### src/rtl/magma_pkg.sv
// Shared types, round constants and the Magma round-key word index for the key scheduler.
package magma_pkg;

  localparam int ROUNDS         = 32;
  localparam int KEY_WORDS      = 8;
  localparam int ENC_FWD_ROUNDS = 24;
  localparam int DEC_FWD_ROUNDS = 8;

  localparam logic [5:0] KEY_BASE = 6'd0;

  typedef enum logic [2:0] {
    ST_IDLE,
    ST_FETCH,
    ST_WAIT,
    ST_PRESENT,
    ST_DONE
  } state_t;

  // Forward rounds use K(r mod 8); the reversed tail uses K(7 - r mod 8), i.e. the bitwise inverse.
  function automatic logic [2:0] key_idx(input logic [4:0] round, input logic decrypt);
    logic fwd;
    fwd = decrypt ? (round < 5'(DEC_FWD_ROUNDS)) : (round < 5'(ENC_FWD_ROUNDS));
    return fwd ? round[2:0] : ~round[2:0];
  endfunction

endpackage

### src/rtl/magma_round_idx.sv
// Combinational round/mode to key-word index; also reused by the round engine self-check.
module magma_round_idx
  import magma_pkg::*;
(
  input  logic [4:0] round_i,
  input  logic       decrypt_i,
  output logic [2:0] idx_o
);

  assign idx_o = key_idx(round_i, decrypt_i);

endmodule

### src/rtl/magma_key_sched.sv
// Magma round-key reader: fetches one key-store word per round and hands it out over valid/ready.
// Build option KEY_SCHED_PREFETCH_EN streams reads ahead with a one-entry skid register.
//
// state      | meaning
// IDLE       | waiting for start
// FETCH      | read issued (prefetch build: streaming, reads issued as credit allows)
// WAIT       | store access in flight, word captured at the closing edge
// PRESENT    | rk valid, waiting for the consumer
// DONE       | one-cycle done pulse
module magma_key_sched
  import magma_pkg::*;
(
  input  logic        clk,
  input  logic        rst_n,
  input  logic        start,
  input  logic        decrypt,
  output logic        key_en,
  output logic [5:0]  key_addr,
  input  logic [31:0] key_data,
  output logic [31:0] rk,
  output logic [4:0]  rk_round,
  output logic        rk_valid,
  input  logic        rk_ready,
  output logic        busy,
  output logic        done
);

  state_t      state_q, state_d;
  logic        mode_q, mode_d;
  logic [4:0]  r_q, r_d;
  logic [31:0] rk_q, rk_d;
  logic [5:0]  key_addr_q;
  logic [4:0]  idx_round;
  logic [2:0]  idx;
  logic        hs;

  magma_round_idx u_round_idx (
    .round_i   (idx_round),
    .decrypt_i (mode_q),
    .idx_o     (idx)
  );

  assign key_addr = key_en ? (KEY_BASE + {3'b000, idx}) : key_addr_q;
  assign rk       = rk_q;
  assign rk_round = r_q;
  assign busy     = (state_q != ST_IDLE);
  assign done     = (state_q == ST_DONE);

  always_ff @(posedge clk or negedge rst_n) begin
    if (!rst_n) begin
      state_q    <= ST_IDLE;
      mode_q     <= 1'b0;
      r_q        <= '0;
      rk_q       <= '0;
      key_addr_q <= '0;
    end else begin
      state_q    <= state_d;
      mode_q     <= mode_d;
      r_q        <= r_d;
      rk_q       <= rk_d;
      key_addr_q <= key_addr;
    end
  end

`ifdef KEY_SCHED_PREFETCH_EN
  logic        rk_valid_q, rk_valid_d;
  logic        skid_vld_q, skid_vld_d;
  logic [31:0] skid_q, skid_d;
  logic [5:0]  rd_cnt_q, rd_cnt_d;
  logic        ret_q;
  logic [1:0]  occ;

  assign idx_round = rd_cnt_q[4:0];
  assign rk_valid  = rk_valid_q;
  assign hs        = rk_valid_q & rk_ready;

  // Words held or in flight once this cycle's handshake retires; output reg plus skid bound it at two.
  assign occ    = {1'b0, rk_valid_q & ~rk_ready} + {1'b0, skid_vld_q} + {1'b0, ret_q};
  assign key_en = (state_q == ST_FETCH) && !rd_cnt_q[5] && (occ < 2'd2);

  always_comb begin
    state_d    = state_q;
    mode_d     = mode_q;
    r_d        = r_q;
    rk_d       = rk_q;
    rk_valid_d = rk_valid_q;
    skid_d     = skid_q;
    skid_vld_d = skid_vld_q;
    rd_cnt_d   = rd_cnt_q + 6'(key_en);
    case (state_q)
      ST_IDLE: begin
        if (start) begin
          state_d  = ST_FETCH;
          mode_d   = decrypt;
          r_d      = '0;
          rd_cnt_d = '0;
        end
      end
      ST_FETCH: begin
        if (hs) begin
          rk_valid_d = 1'b0;
          if (r_q == 5'(ROUNDS - 1)) state_d = ST_DONE;
          else                       r_d     = r_q + 5'd1;
        end
        if (hs || !rk_valid_q) begin
          if (skid_vld_q) begin
            rk_d       = skid_q;
            rk_valid_d = 1'b1;
            skid_vld_d = ret_q;
            if (ret_q) skid_d = key_data;
          end else if (ret_q) begin
            rk_d       = key_data;
            rk_valid_d = 1'b1;
          end
        end else if (ret_q) begin
          skid_d     = key_data;
          skid_vld_d = 1'b1;
        end
      end
      ST_DONE: state_d = ST_IDLE;
      default: state_d = ST_IDLE;
    endcase
  end

  always_ff @(posedge clk or negedge rst_n) begin
    if (!rst_n) begin
      rk_valid_q <= 1'b0;
      skid_vld_q <= 1'b0;
      skid_q     <= '0;
      rd_cnt_q   <= '0;
      ret_q      <= 1'b0;
    end else begin
      rk_valid_q <= rk_valid_d;
      skid_vld_q <= skid_vld_d;
      skid_q     <= skid_d;
      rd_cnt_q   <= rd_cnt_d;
      ret_q      <= key_en;
    end
  end
`else
  assign idx_round = r_q;
  assign rk_valid  = (state_q == ST_PRESENT);
  assign hs        = rk_valid & rk_ready;
  assign key_en    = (state_q == ST_FETCH);

  always_comb begin
    state_d = state_q;
    mode_d  = mode_q;
    r_d     = r_q;
    rk_d    = rk_q;
    case (state_q)
      ST_IDLE: begin
        if (start) begin
          state_d = ST_FETCH;
          mode_d  = decrypt;
          r_d     = '0;
        end
      end
      ST_FETCH: state_d = ST_WAIT;
      ST_WAIT: begin
        rk_d    = key_data;
        state_d = ST_PRESENT;
      end
      ST_PRESENT: begin
        if (hs) begin
          if (r_q == 5'(ROUNDS - 1)) begin
            state_d = ST_DONE;
          end else begin
            r_d     = r_q + 5'd1;
            state_d = ST_FETCH;
          end
        end
      end
      ST_DONE: state_d = ST_IDLE;
      default: state_d = ST_IDLE;
    endcase
  end
`endif

endmodule

### config.mk
export PLATFORM = sky130hd
export DESIGN_NAME = magma_key_sched
export DESIGN_NICKNAME = d
export VERILOG_FILES = /design/src/rtl/magma_pkg.sv /design/src/rtl/magma_round_idx.sv /design/src/rtl/magma_key_sched.sv
export SDC_FILE = /design/constraint.sdc
export NUM_CORES = 1
export LEC_CHECK = 0
export ABC_AREA = 1
export ABC_CLOCK_PERIOD_IN_PS = 1990
export CORE_UTILIZATION = 42
export DETAILED_ROUTE_END_ITERATION = 6
export PLACE_DENSITY = 0.84
export REMOVE_ABC_BUFFERS = 1
export SYNTH_ARGS = -nofsm -noshare
export SYNTH_HDL_FRONTEND = slang
export SYNTH_SLANG_ARGS = --single-unit
### constraint.sdc
create_clock -name clk -period 1.99 [get_ports clk]
set_input_delay 0.199 -clock clk [delete_from_list [all_inputs] [get_ports clk]]
set_output_delay 0.199 -clock clk [all_outputs]
set_load 0.01 [all_outputs]
==> results of run 1 <==
## cells by family (layout without fill, tap and decap cells)
logic type	Yosys count	after routing	share of synthesized area [%]
flip-flops	47	47	57.99
buffers and inverters	25	118	4.935
adder cells (fa/ha/maj)	2	2	1.234
AO/OA/AOI/OAI	8	8	2.097
AND/OR/NAND/NOR	161	161	33.74
## per-stage QoR
stage | utilization (%) | total power, uW | area [um^2]
2_1_floorplan | - | 2550 | 1984
3_3_place_gp | 65.00 | 3663 | 2928
3_5_place_dp | 65.00 | 3737 | 2928
4_1_cts | 68.50 | 4554 | 3085
5_1_grt | 69.22 | 4907 | 3118
6_report | 69.22 | 4576 | 3118
## per-layer routing
layer / wire, um / GRT usage, % / share of wire (%) / vias up
li1: - / - / - / 954
met1: 2284 / 26.25 / 43 / 903
met2: 2569 / 36.51 / 49 / 72
met3: 377 / 6.329 / 7.1 / 8
met4: 44 / 4.793 / 0.83 / 0
met5: 0 / 0 / 0 / -
## path summary, 6_finish.rpt
path	end	slack, ns	cells past startpoint
setup / recovery	busy	0.15	4
hold / removal	rk[23]	0.45	3
setup reg to reg	rk_round[0]	0.37	8
hold reg to reg	rk[17]	0.47	2
max in group asynchronous	rk[24]	0.83	3
min in group asynchronous	rk[20]	0.46	2
## worst max-delay path: stages, from the launching register on
cell and delay [ns]:
dfrtp_1 0.40, buf_4 0.17, nor2_1 0.17, nand2_1 0.12, clkdlybuf4s50_1 0.49
## cells in the final DEF (no fill, tap or decap), drive strengths merged
master         netlist  routed
dlygate4sd3          0       1
bufinv               0       2
clkbuf               2       6
o21bai               1       1
inv                 15      15
a21oi                1       1
dlymetal6s2s         0       4
nand3               44      44
nand4                1       1
nor2                13      13
nor3                 1       1
nor3b                1       1
dlygate4sd2          0       3
clkdlybuf4s50        0      75
buf                  8      12
nand2              101     101
ha                   2       2
o21ai                6       6
dfrtp               47      47
## flip-flops by register name, summed over array words and instances, names as in the netlist
register / count
key_addr_q: 6
mode_q: 1
rk: 32
rk_round: 5
state_q: 3
## power by group through the flow
stage / Combinational, uW / Clock (uW) / Sequential (uW)
after floorplan: 806 / 0 / 1740
after global placement: 2090 / 0 / 1570
after detailed placement: 2150 / 0 / 1590
after CTS: 2150 / 831 / 1570
after global routing: 2430 / 870 / 1610
final: 2190 / 813 / 1570
## area by class of cell
cell class              instances  area [um^2]
fillers                       364         1386
flip-flops and latches         47         1176
repair buffers                 95        924.6
multi-input cells             171        763.2
clock buffers                   6        72.57
well taps                      52        65.06
clock inverters                 2        60.06
inverters                      15        56.30
## repair_timing
action / in CTS / in global routing
pin swaps: 1 / 1
hold buffers: 1 / 0
endpoints found under the hold margin: 28 / 0
setup endpoints to repair: 6 / 3
setup buffers: 1 / 3
resized for setup: 7 / 4
==> out/qor.txt, run 1 <==
most area-hungry cell type in the Yosys netlist = dfrtp_1
pin count of the biggest net entering global routing = 33
cell area after synthesis = 0.002028 mm^2
Syn Area/Cell = 8.346 um^2
clk slew on worst S/H paths = 0.08 ns
Peak VDD IR = 0.0006259 V
Post-synth top cells = 99 x nand2_1, 47 x dfrtp_1, 44 x nand3_1, 15 x inv_1, 10 x nor2_1
die area = 0.005111 mm^2
Die X = 71.49 um
Gate Count Post-Synth = 243
Die Span Y = 71.49 um
Num Clock Sinks = 47
clk buf depth = 2
Arrival @ worst endpoint = 1.65 ns
Worst EP required = 1.79 ns
hold_ws = 0.4510 ns
DRT Wirelength = 5276 um
Synth-to-Final Area Change = 53.73%
post-route insts no fill = 388
Worst Max-Slew Pin Slew = 0.6493 ns
P_int = 2921 uW
reg-to-reg startpoint = rk_round[0]
Fmax = 542.3 MHz
Async S/R FF share, synth = 100.0%
Iteration-0 DRC Markers = 178
CTS tree = yes
synth warn = 0
Most used DFF post-synth = dfrtp_1
P per Cell Area = 1468 mW/mm^2
drt pass-1 iters = 4
Starting Density = 45.03%
Flop pwr share = 34.3%
total number of vias = 1937
critical path class = reg2out
Worst slew margin = 56.71%
EDFF count, synth = 0
Final Wtd Congestion = 0.7870
most frequent cell after synthesis = nand2_1
Fin. Hold Viols = 0
Net Sw Frac = 36.15%
synth top area cells = dfrtp_1 58%, nand2_1 18%, nand3_1 11%
CP Launch Type = register
Final WS setup = 0.1459 ns
diode count = 0
worst setup path startpoint = state_q[0]
Critical Path Sink Type = output pin
global route overflow = 0
Hold Path Class = in2reg
setup TNS = 0 ns
Critical Path Fanout Max = 6
Slew Viols, Final = 0
Max Cap Viol = 0
top-area cell type share of the netlist area = 57.99%
Root Driver = clkbuf_8
vias in the first global route = 1889
placed insts = 375
IO Pins = 84
crit share post-route = 92.67%
Net count, final = 374
depth of the CTS H-tree = 2
num rows = 24
initial antenna violation count = 0
combinational cell fraction of total power = 48.0%
RSZ-0062 raised after global routing = false
GRT Util Overall = 21.11%
CTS Buf Count = 5
crit path time final = 1.844 ns
post-synthesis register bit count = 47
synth unique cells = 18
routed length per instance = 13.60 um
Final ANT Viol Nets = 0
status = complete, no violations
clk_skew = 0.008656 ns
clk_lat worst skew = 0.30 ns
post-synthesis sequential area ratio = 57.99%
layout cells sized above 1 = 8.036%
DP HPWL = 3614 um
P_sw = 1654 uW
endpoints failing setup = 0
min-delay src = key_data[23]
P_leak = 0.001643 uW
clock power share = 17.8%
PortBufs = 83
first-pass GRT wire length = 8411 um
DRC viols = 0
vias per std cell = 4.992
core box area = 0.004504 mm^2
pre-CTS setup slack = 0.1279 ns
No activity file was read; power rests on OpenSTA's default activity.
==> inputs of run 2 (changes only) <==
--- a/config.mk
+++ b/config.mk
@@ -8,6 +8,7 @@
 export ABC_AREA = 1
 export ABC_CLOCK_PERIOD_IN_PS = 1990
 export CORE_UTILIZATION = 42
+export CTS_CLUSTER_DIAMETER = 50
 export DETAILED_ROUTE_END_ITERATION = 6
 export PLACE_DENSITY = 0.84
 export REMOVE_ABC_BUFFERS = 1
==> results of run 2 <==
Same layout as run 1: the final DEF is identical, and so are final timing and power.
